`src/rtl/smart_led_rx_frame_ctrl.sv`:
```
// Receive-side frame controller behind the Manchester decoder: assembles MSB-first pixel
// words, tracks decoder lock, detects the latch gap and flags own-vs-forwarded frames.
module smart_led_rx_frame_ctrl #(
  parameter int FRAME_BITS  = 24,
  parameter int IDLE_CYCLES = 64
) (
  input  logic                  clk,
  input  logic                  rst,
  input  logic                  dec_data,
  input  logic                  dec_clk,
  input  logic                  dec_error,
  input  logic                  out_ready,
  output logic [FRAME_BITS-1:0] frame_data,
  output logic                  frame_valid,
  output logic                  frame_first,
  output logic                  fwd_en,
  output logic                  latch,
  output logic                  locked,
  output logic                  overrun,
  output logic [7:0]            err_cnt
);

  localparam int CNT_W = $clog2(FRAME_BITS + 1);

  typedef enum logic [1:0] {HUNT, IDLE, RECV} state_t;

  state_t                state_reg, state_next;
  logic [CNT_W-1:0]      bit_cnt_reg, bit_cnt_next;
  logic [7:0]            idle_cnt_reg, idle_cnt_next;
  logic [FRAME_BITS-1:0] shreg_reg, shreg_next;
  logic [FRAME_BITS-1:0] frame_data_reg, frame_data_next;
  logic                  frame_valid_reg, frame_valid_next;
  logic                  frame_first_reg, frame_first_next;
  logic                  fwd_en_reg, fwd_en_next;
  logic                  latch_reg, latch_next;
  logic                  overrun_reg, overrun_next;
  logic [7:0]            err_cnt_reg, err_cnt_next;

  logic                  frame_done;
  logic                  buf_free;
  logic                  idle_hit;
  logic [FRAME_BITS-1:0] word;

  assign word       = {shreg_reg[FRAME_BITS-2:0], dec_data};
  assign frame_done = (bit_cnt_reg == CNT_W'(FRAME_BITS - 1));
  // The consumer may drain the buffer on the very edge a new word lands.
  assign buf_free   = !frame_valid_reg || out_ready;
  assign idle_hit   = (idle_cnt_reg == 8'(IDLE_CYCLES - 1));

  always_ff @(posedge clk or posedge rst) begin
    if (rst) begin
      state_reg       <= HUNT;
      bit_cnt_reg     <= '0;
      idle_cnt_reg    <= '0;
      shreg_reg       <= '0;
      frame_data_reg  <= '0;
      frame_valid_reg <= 1'b0;
      frame_first_reg <= 1'b0;
      fwd_en_reg      <= 1'b0;
      latch_reg       <= 1'b0;
      overrun_reg     <= 1'b0;
      err_cnt_reg     <= '0;
    end else begin
      state_reg       <= state_next;
      bit_cnt_reg     <= bit_cnt_next;
      idle_cnt_reg    <= idle_cnt_next;
      shreg_reg       <= shreg_next;
      frame_data_reg  <= frame_data_next;
      frame_valid_reg <= frame_valid_next;
      frame_first_reg <= frame_first_next;
      fwd_en_reg      <= fwd_en_next;
      latch_reg       <= latch_next;
      overrun_reg     <= overrun_next;
      err_cnt_reg     <= err_cnt_next;
    end
  end

  always_comb begin
    state_next       = state_reg;
    bit_cnt_next     = bit_cnt_reg;
    idle_cnt_next    = idle_cnt_reg;
    shreg_next       = shreg_reg;
    frame_data_next  = frame_data_reg;
    frame_valid_next = frame_valid_reg;
    frame_first_next = frame_first_reg;
    fwd_en_next      = fwd_en_reg;
    latch_next       = 1'b0;
    overrun_next     = overrun_reg;
    err_cnt_next     = err_cnt_reg;

    if (frame_valid_reg && out_ready) begin
      frame_valid_next = 1'b0;
    end

    if (dec_error) begin
      // Error wins over a coincident strobe; the partial word is abandoned.
      bit_cnt_next  = '0;
      idle_cnt_next = '0;
      if (state_reg != HUNT) begin
        state_next = HUNT;
        if (err_cnt_reg != 8'hFF) begin
          err_cnt_next = err_cnt_reg + 8'd1;
        end
      end
    end else if (dec_clk) begin
      state_next    = RECV;
      shreg_next    = word;
      idle_cnt_next = '0;
      if (frame_done) begin
        bit_cnt_next = '0;
        fwd_en_next  = 1'b1;
        if (buf_free) begin
          frame_data_next  = word;
          frame_valid_next = 1'b1;
          frame_first_next = ~fwd_en_reg;
        end else begin
          overrun_next = 1'b1;
        end
      end else begin
        bit_cnt_next = bit_cnt_reg + 1'b1;
      end
    end else if (state_reg == RECV) begin
      if (idle_hit) begin
        latch_next    = 1'b1;
        state_next    = IDLE;
        bit_cnt_next  = '0;
        idle_cnt_next = '0;
        fwd_en_next   = 1'b0;
        overrun_next  = 1'b0;
      end else if (idle_cnt_reg != 8'(IDLE_CYCLES)) begin
        idle_cnt_next = idle_cnt_reg + 8'd1;
      end
    end else begin
      idle_cnt_next = '0;
    end
  end

  assign frame_data  = frame_data_reg;
  assign frame_valid = frame_valid_reg;
  assign frame_first = frame_first_reg;
  assign fwd_en      = fwd_en_reg;
  assign latch       = latch_reg;
  assign locked      = (state_reg != HUNT);
  assign overrun     = overrun_reg;
  assign err_cnt     = err_cnt_reg;

endmodule

```
`config.mk`:
```
export PLATFORM = sky130hd
export DESIGN_NAME = smart_led_rx_frame_ctrl
export DESIGN_NICKNAME = d
export VERILOG_FILES = /design/src/rtl/smart_led_rx_frame_ctrl.sv
export SDC_FILE = /design/constraint.sdc
export NUM_CORES = 1
export LEC_CHECK = 0
export CORE_ASPECT_RATIO = 1.25
export CORE_MARGIN = 2
export CORE_UTILIZATION = 30
export DETAILED_ROUTE_END_ITERATION = 8
export PLACE_DENSITY = 0.51
export SYNTH_ARGS = -nofsm -noshare
export SYNTH_HDL_FRONTEND = slang
export SYNTH_SLANG_ARGS = --single-unit
```
`constraint.sdc`:
```
create_clock -name clk -period 2.3 [get_ports clk]
set_input_delay 0.46 -clock clk [delete_from_list [all_inputs] [get_ports clk]]
set_output_delay 0.46 -clock clk [all_outputs]
set_load 0.005 [all_outputs]
```
Word level (Yosys, flattened, before mapping)
Index checks and enable logic that the tools add are counted.
{ "totals": {"register_bits": 75, "inputBits": 6, "out_inout_bits": 38} }
{ "classes": {"add_sub_neg": 3, "n_eq_ne": 9, "n_mux": 31, "bitwise": 2, "n_reduce_logical": 15} }
{ "ops": {"columns": ["cell", "count"], "rows": [
  ["$mux W8", 5],
  ["$mux W5", 5],
  ["$add A8 B1 Y8 const B", 2],
  ["$mux W1", 16],
  ["$mux W2", 5],
  ["$eq A8 B6 Y1 const B", 1],
  ["$ne A8 B7 Y1 const B", 1],
  ["$ne A8 B8 Y1 const B", 1],
  ["$reduce_and A4 Y1", 2],
  ["$reduce_and A3 Y1", 2],
  ["$reduce_bool A2 Y1", 3],
  ["$reduce_bool A3 Y1", 2],
  ["$add A5 B1 Y5 const B", 1],
  ["$eq A5 B5 Y1 const B", 1],
  ["$ne A5 B4 Y1 const B", 1],
  ["$reduce_and A5 Y1", 1],
  ["$ne A2 B1 Y1 const B", 2],
  ["$reduce_and A2 Y1", 2],
  ["$eq A2 B2 Y1 const B", 1],
  ["$ne A2 B2 Y1 const B", 1],
  ["$not A1 Y1", 2],
  ["$logic_and A1 B1 Y1", 1],
  ["$logic_not A1 Y1", 1],
  ["$logic_or A1 B1 Y1", 1]
]} }

Depth between registers and ports, before layout
Gate-level depths: netlist of run 1.
{ "logic_depth": {"word_depth": 6, "mapped_depth": 7, "ltp_nobuf": 6} }

Worst setup path after synthesis of run 1
OpenSTA, ideal clock, no wires.
{ "synth_timing": {"path_kind": "register -> register", "start": "register idle_cnt_reg[0]", "end": "register idle_cnt_reg[0]", "setup_time_ns": 0.126, "arrival_time_ns": 1.746, "required_ns": 2.174, "setup_slack_ns": 0.428, "path_stages_with_launch": 7, "cell_sequence": "dfrtp_1 inv_1 ha_1 or4b_1 or4b_4 nand3b_2 o22ai_1"} }
{ "synth_via": {"elab_chain_cells": 6, "word_cells_on_any_way": 9, "classes_between": "1 x add/sub; 3 x eq/ne; 5 x mux"} }
{ "synth_rtl": {"columns": ["element", "line", "rtl"], "rows": [
  ["start: declaration", "29", "logic [7:0] idle_cnt_reg, idle_cnt_next;"],
  ["start signal: assignment", "66", "idle_cnt_reg <= idle_cnt_next;"],
  ["$add A8 B1 Y8", "131", "idle_cnt_next = idle_cnt_reg + 8'd1;"],
  ["$mux W8", "130", "end else if (idle_cnt_reg != 8'(IDLE_CYCLES)) begin"],
  ["$mux W8", "123", "if (idle_hit) begin"],
  ["$mux W8", "122", "end else if (state_reg == RECV) begin"],
  ["$mux W8", "105", "end else if (dec_clk) begin"],
  ["$mux W8", "95", "if (dec_error) begin"]
]} }
Parallel ways exist; a longest one is shown, timed or not. The select of a mux whose other input is x is not followed.
A chain may end at the register's enable or synchronous reset.

Worst setup path after layout of run 1
Same ends and word-level chain as after synthesis.

==> summary.txt, run 1 <==
Post-CTS sizing = 0
Hold Vio Cnt, Final = 0
Number of diodes = 0
Worst path buffer plus inverter count = 1
Iteration-0 DRC Markers = 130
Port Buffers = 43
Worst slew pin tran = 0.635 ns
Synth warnings = 0
Post-CTS setup buffer count = 0
H-tree lvl count = 3
R2r startpoint = idle_cnt_reg[0]$_DFFE_PP0P_
CP delay by family, top = simple AND/OR/NAND/NOR gates
Die H = 117 um
Routing usage on met2 = 18.1%
Cell taking the most area after synthesis = dfrtp_1
#FFs+latches synth = 75
Synth Net Count = 286
DR WL/cell = 12.4 um
Crit Path Class = reg -> reg
TNS Setup = 0 ns
VDD IR-drop max = 0.000408 V
Final setup viols = 0
Critical Path AT = 2.21 ns
CTS tree = built
Library cells used by synthesis = 33
Busiest grt layer = met2
Largest net degree at the start of global routing = 48
Cells after synthesis = 276
CP endpoint kind = register
Final period util = 87.1%
Residual DRC = 0
First-pass GRT wire length = 10000 um
I/O pins = 44
Worst EP required = 2.50 ns
Final Max Tran Viols = 0
Die X = 94.4 um
CTS buffer count = 9
Final ANT Viol Nets = 0
Critical path's slowest cell = or4b_4
GRT met3 Usage = 3.01%
Final-layout fill cell count = 1010
Syn Std Cell Area = 0.00306 mm2
RSZ-0062 raised after global routing = no
Critical path startpoint category = register
Fmax = 0.499 GHz
Layout overhead on the synthesized area = 30.3%
Core ar. = 0.0100 mm2
Layout cells sized above 1 = 16.5%
Sequential fraction of the synthesis area = 61.3%
Clock Tree Buf Depth = 2
All-Layer GR Usage = 11.8%
Finished Core Util = 39.9%
Initial core utilization = 30.6%
Rows = 41
Hold_sp = shreg_reg[22]$_DFFE_PP0P_
Clock Skew = 0.00391 ns
CP Cell Sequence = inv_1, ha_1, or4b_1, or4b_4, nand3b_2, o22ai_1
PwrDens = 809 mW/mm2
Worst-path clk slew = 0.06 ns
Leak pwr = 1.93 nW
RD Place Congestion = 0.748
Tightest Hold Check Type = reg -> reg
Initial antenna violation count = 0
Synth top area share = 61.3%
Post-Syn Area per Cell = 11.1 um2
Tmin final = 2.00 ns
Top cells by area, synth = dfrtp_1 61%, nand2_1 10%, mux2_2 9.2%
Biggest cell delay along the critical path = 0.56 ns
Placed Cells = 447
CTS root buf = clkbuf_16
Via density per instance = 4.46
Slew Limit Headroom = 57.5%
Hpwl dp = 3820 um
Final hold slack = 0.480 ns
Vias = 2059
Met1 Use GR = 15.3%
# Max-Cap Violations = 0
Crit path launch = idle_cnt_reg[0]$_DFFE_PP0P_
Skew-Pair Late Insertion Delay = 0.32 ns
Die ar. = 0.0110 mm2
Crit-path max FO = 6
Total routed wirelength = 5750 um
Clock sink count = 75
Post-route insts no fill = 462
Hold_buf cts = 0
NumNets Final = 339
Vias in the first global route = 2085
Grt ovf = 0
Final Power = 0.00323 W
Max reg flops = 24
Status = finished clean
Pre-antenna DRT Iters = 4
[tightest hold or removal path, cell delays in order, from the launching register on]
cell and delay [ns]:
dfrtp_1 0.34, nand2_1 0.05, nand2_1 0.06
[worst paths after layout]
path / slack, ns / depth (start not counted) / to
setup / recovery: 0.30 / 6 / idle_cnt_reg[0]$_DFFE_PP0P_
hold / removal: 0.48 / 2 / shreg_reg[22]$_DFFE_PP0P_
setup reg to reg: 0.30 / 6 / idle_cnt_reg[0]$_DFFE_PP0P_
hold reg to reg: 0.48 / 2 / shreg_reg[22]$_DFFE_PP0P_
max in group asynchronous: 1.22 / 3 / frame_data[20]$_DFFE_PP0P_
min in group asynchronous: 0.58 / 3 / err_cnt[1]$_DFFE_PP0P_
[layout by cell type (no fill, tap or decap), types with 2 or more instances in the layout]
cell type,netlist,final
xor2_1,8,8
nor3_1,4,4
clkdlybuf4s50_1,0,43
buf_4,0,7
dfrtp_1,75,75
nand2b_1,3,3
xnor2_1,4,4
mux2_2,25,25
or2_2,2,2
nand4b_1,2,2
nand2_1,83,83
ha_1,4,4
nor2_1,14,14
mux2i_1,2,2
inv_1,6,5
o21ai_0,4,4
nor2b_2,0,2
clkbuf_16,0,9
clkinvlp_4,0,2
nand4_1,2,2
nor2b_1,5,3
a21oi_1,4,4
nand3_1,7,7
[cells in the mapped netlist]
cell and number:
nand3_1 7, buf_2 4, xor2_1 8, inv_1 6
nand3b_2 1, a41oi_1 1, a2111oi_0 1, nand2_1 83
a21oi_1 4, o2bb2ai_1 1, nor3_1 4, xnor2_1 4
o211ai_1 1, o22ai_1 1, or2_2 2, ha_1 4
nor2b_1 5, mux2i_1 2, or4b_1 1, and3_1 1
or4b_4 1, mux2_2 25, o21ai_0 4, a22o_1 1
and4_1 1, dfrtp_1 75, nand4_1 2, nand2b_1 3
a31oi_1 1, a21bo_2 1, clkbuf_1 5, nand4b_1 2
nor2_1 14
[stage by stage]
stage | cell area, um2 | setup WS, ns
floorplan | 3070 | 0.428
global placement | 3700 | 0.142
detailed placement | 3700 | 0.104
CTS | 3990 | 0.290
global route | 3990 | 0.210
finish | 3990 | 0.296
[cell type report]
cell class / instances / area (um2) / share of cell area, %
Tap cell: 129 / 161 / 4.05
Inverter: 6 / 26.3 / 0.659
Clock buffer: 11 / 243 / 6.08
Multi-Input combinational cell: 186 / 1130 / 28.3
Timing Repair Buffer: 51 / 503 / 12.6
Clock inverter: 4 / 51.3 / 1.29
Sequential cell: 75 / 1880 / 47.0
[where the power goes]
part / switching (W) / internal (W) / total, W
Sequential: 0.000118 / 0.00143 / 0.00155
Clock: 0.000509 / 0.000863 / 0.00137
Combinational: 0.000142 / 0.000165 / 0.000307
[layer usage]
metal | vias up | wire length, um
li1 | 1014 | -
met4 | 0 | 141
met3 | 9 | 179
met2 | 30 | 2740
met1 | 1006 | 2680
met5 | - | 0
[logic make-up after synthesis]
| group | Yosys count | synth area share (%) |
|---|---|---|
| buffers and inverters | 15 | 2.00 |
| multiplexers | 27 | 9.85 |
| XOR/XNOR | 12 | 3.43 |
| flip-flops | 75 | 61.3 |
| adder cells (fa/ha/maj) | 4 | 1.63 |
| AO/OA/AOI/OAI | 16 | 3.43 |
| AND/OR/NAND/NOR | 127 | 18.3 |
(Power assumes the default switching activity.)
==> run 2: changes to the inputs <==
--- a/config.mk
+++ b/config.mk
@@ -9,7 +9,9 @@
 export CORE_MARGIN = 2
 export CORE_UTILIZATION = 30
 export DETAILED_ROUTE_END_ITERATION = 8
+export GPL_ROUTABILITY_DRIVEN = 0
 export PLACE_DENSITY = 0.51
+export SKIP_LAST_GASP = 1
 export SYNTH_ARGS = -nofsm -noshare
 export SYNTH_HDL_FRONTEND = slang
 export SYNTH_SLANG_ARGS = --single-unit
==> results of run 2 <==
Same layout as run 1: the final DEF is identical, and so are final timing and power.
==> run 3: changes to the inputs <==
--- a/config.mk
+++ b/config.mk
@@ -8,6 +8,7 @@
 export CORE_ASPECT_RATIO = 1.25
 export CORE_MARGIN = 2
 export CORE_UTILIZATION = 30
+export CTS_CLUSTER_SIZE = 8
 export DETAILED_ROUTE_END_ITERATION = 8
 export GPL_ROUTABILITY_DRIVEN = 0
 export PLACE_DENSITY = 0.51
==> results of run 3 <==
Same layout as run 1: the final DEF is identical, and so are final timing and power.
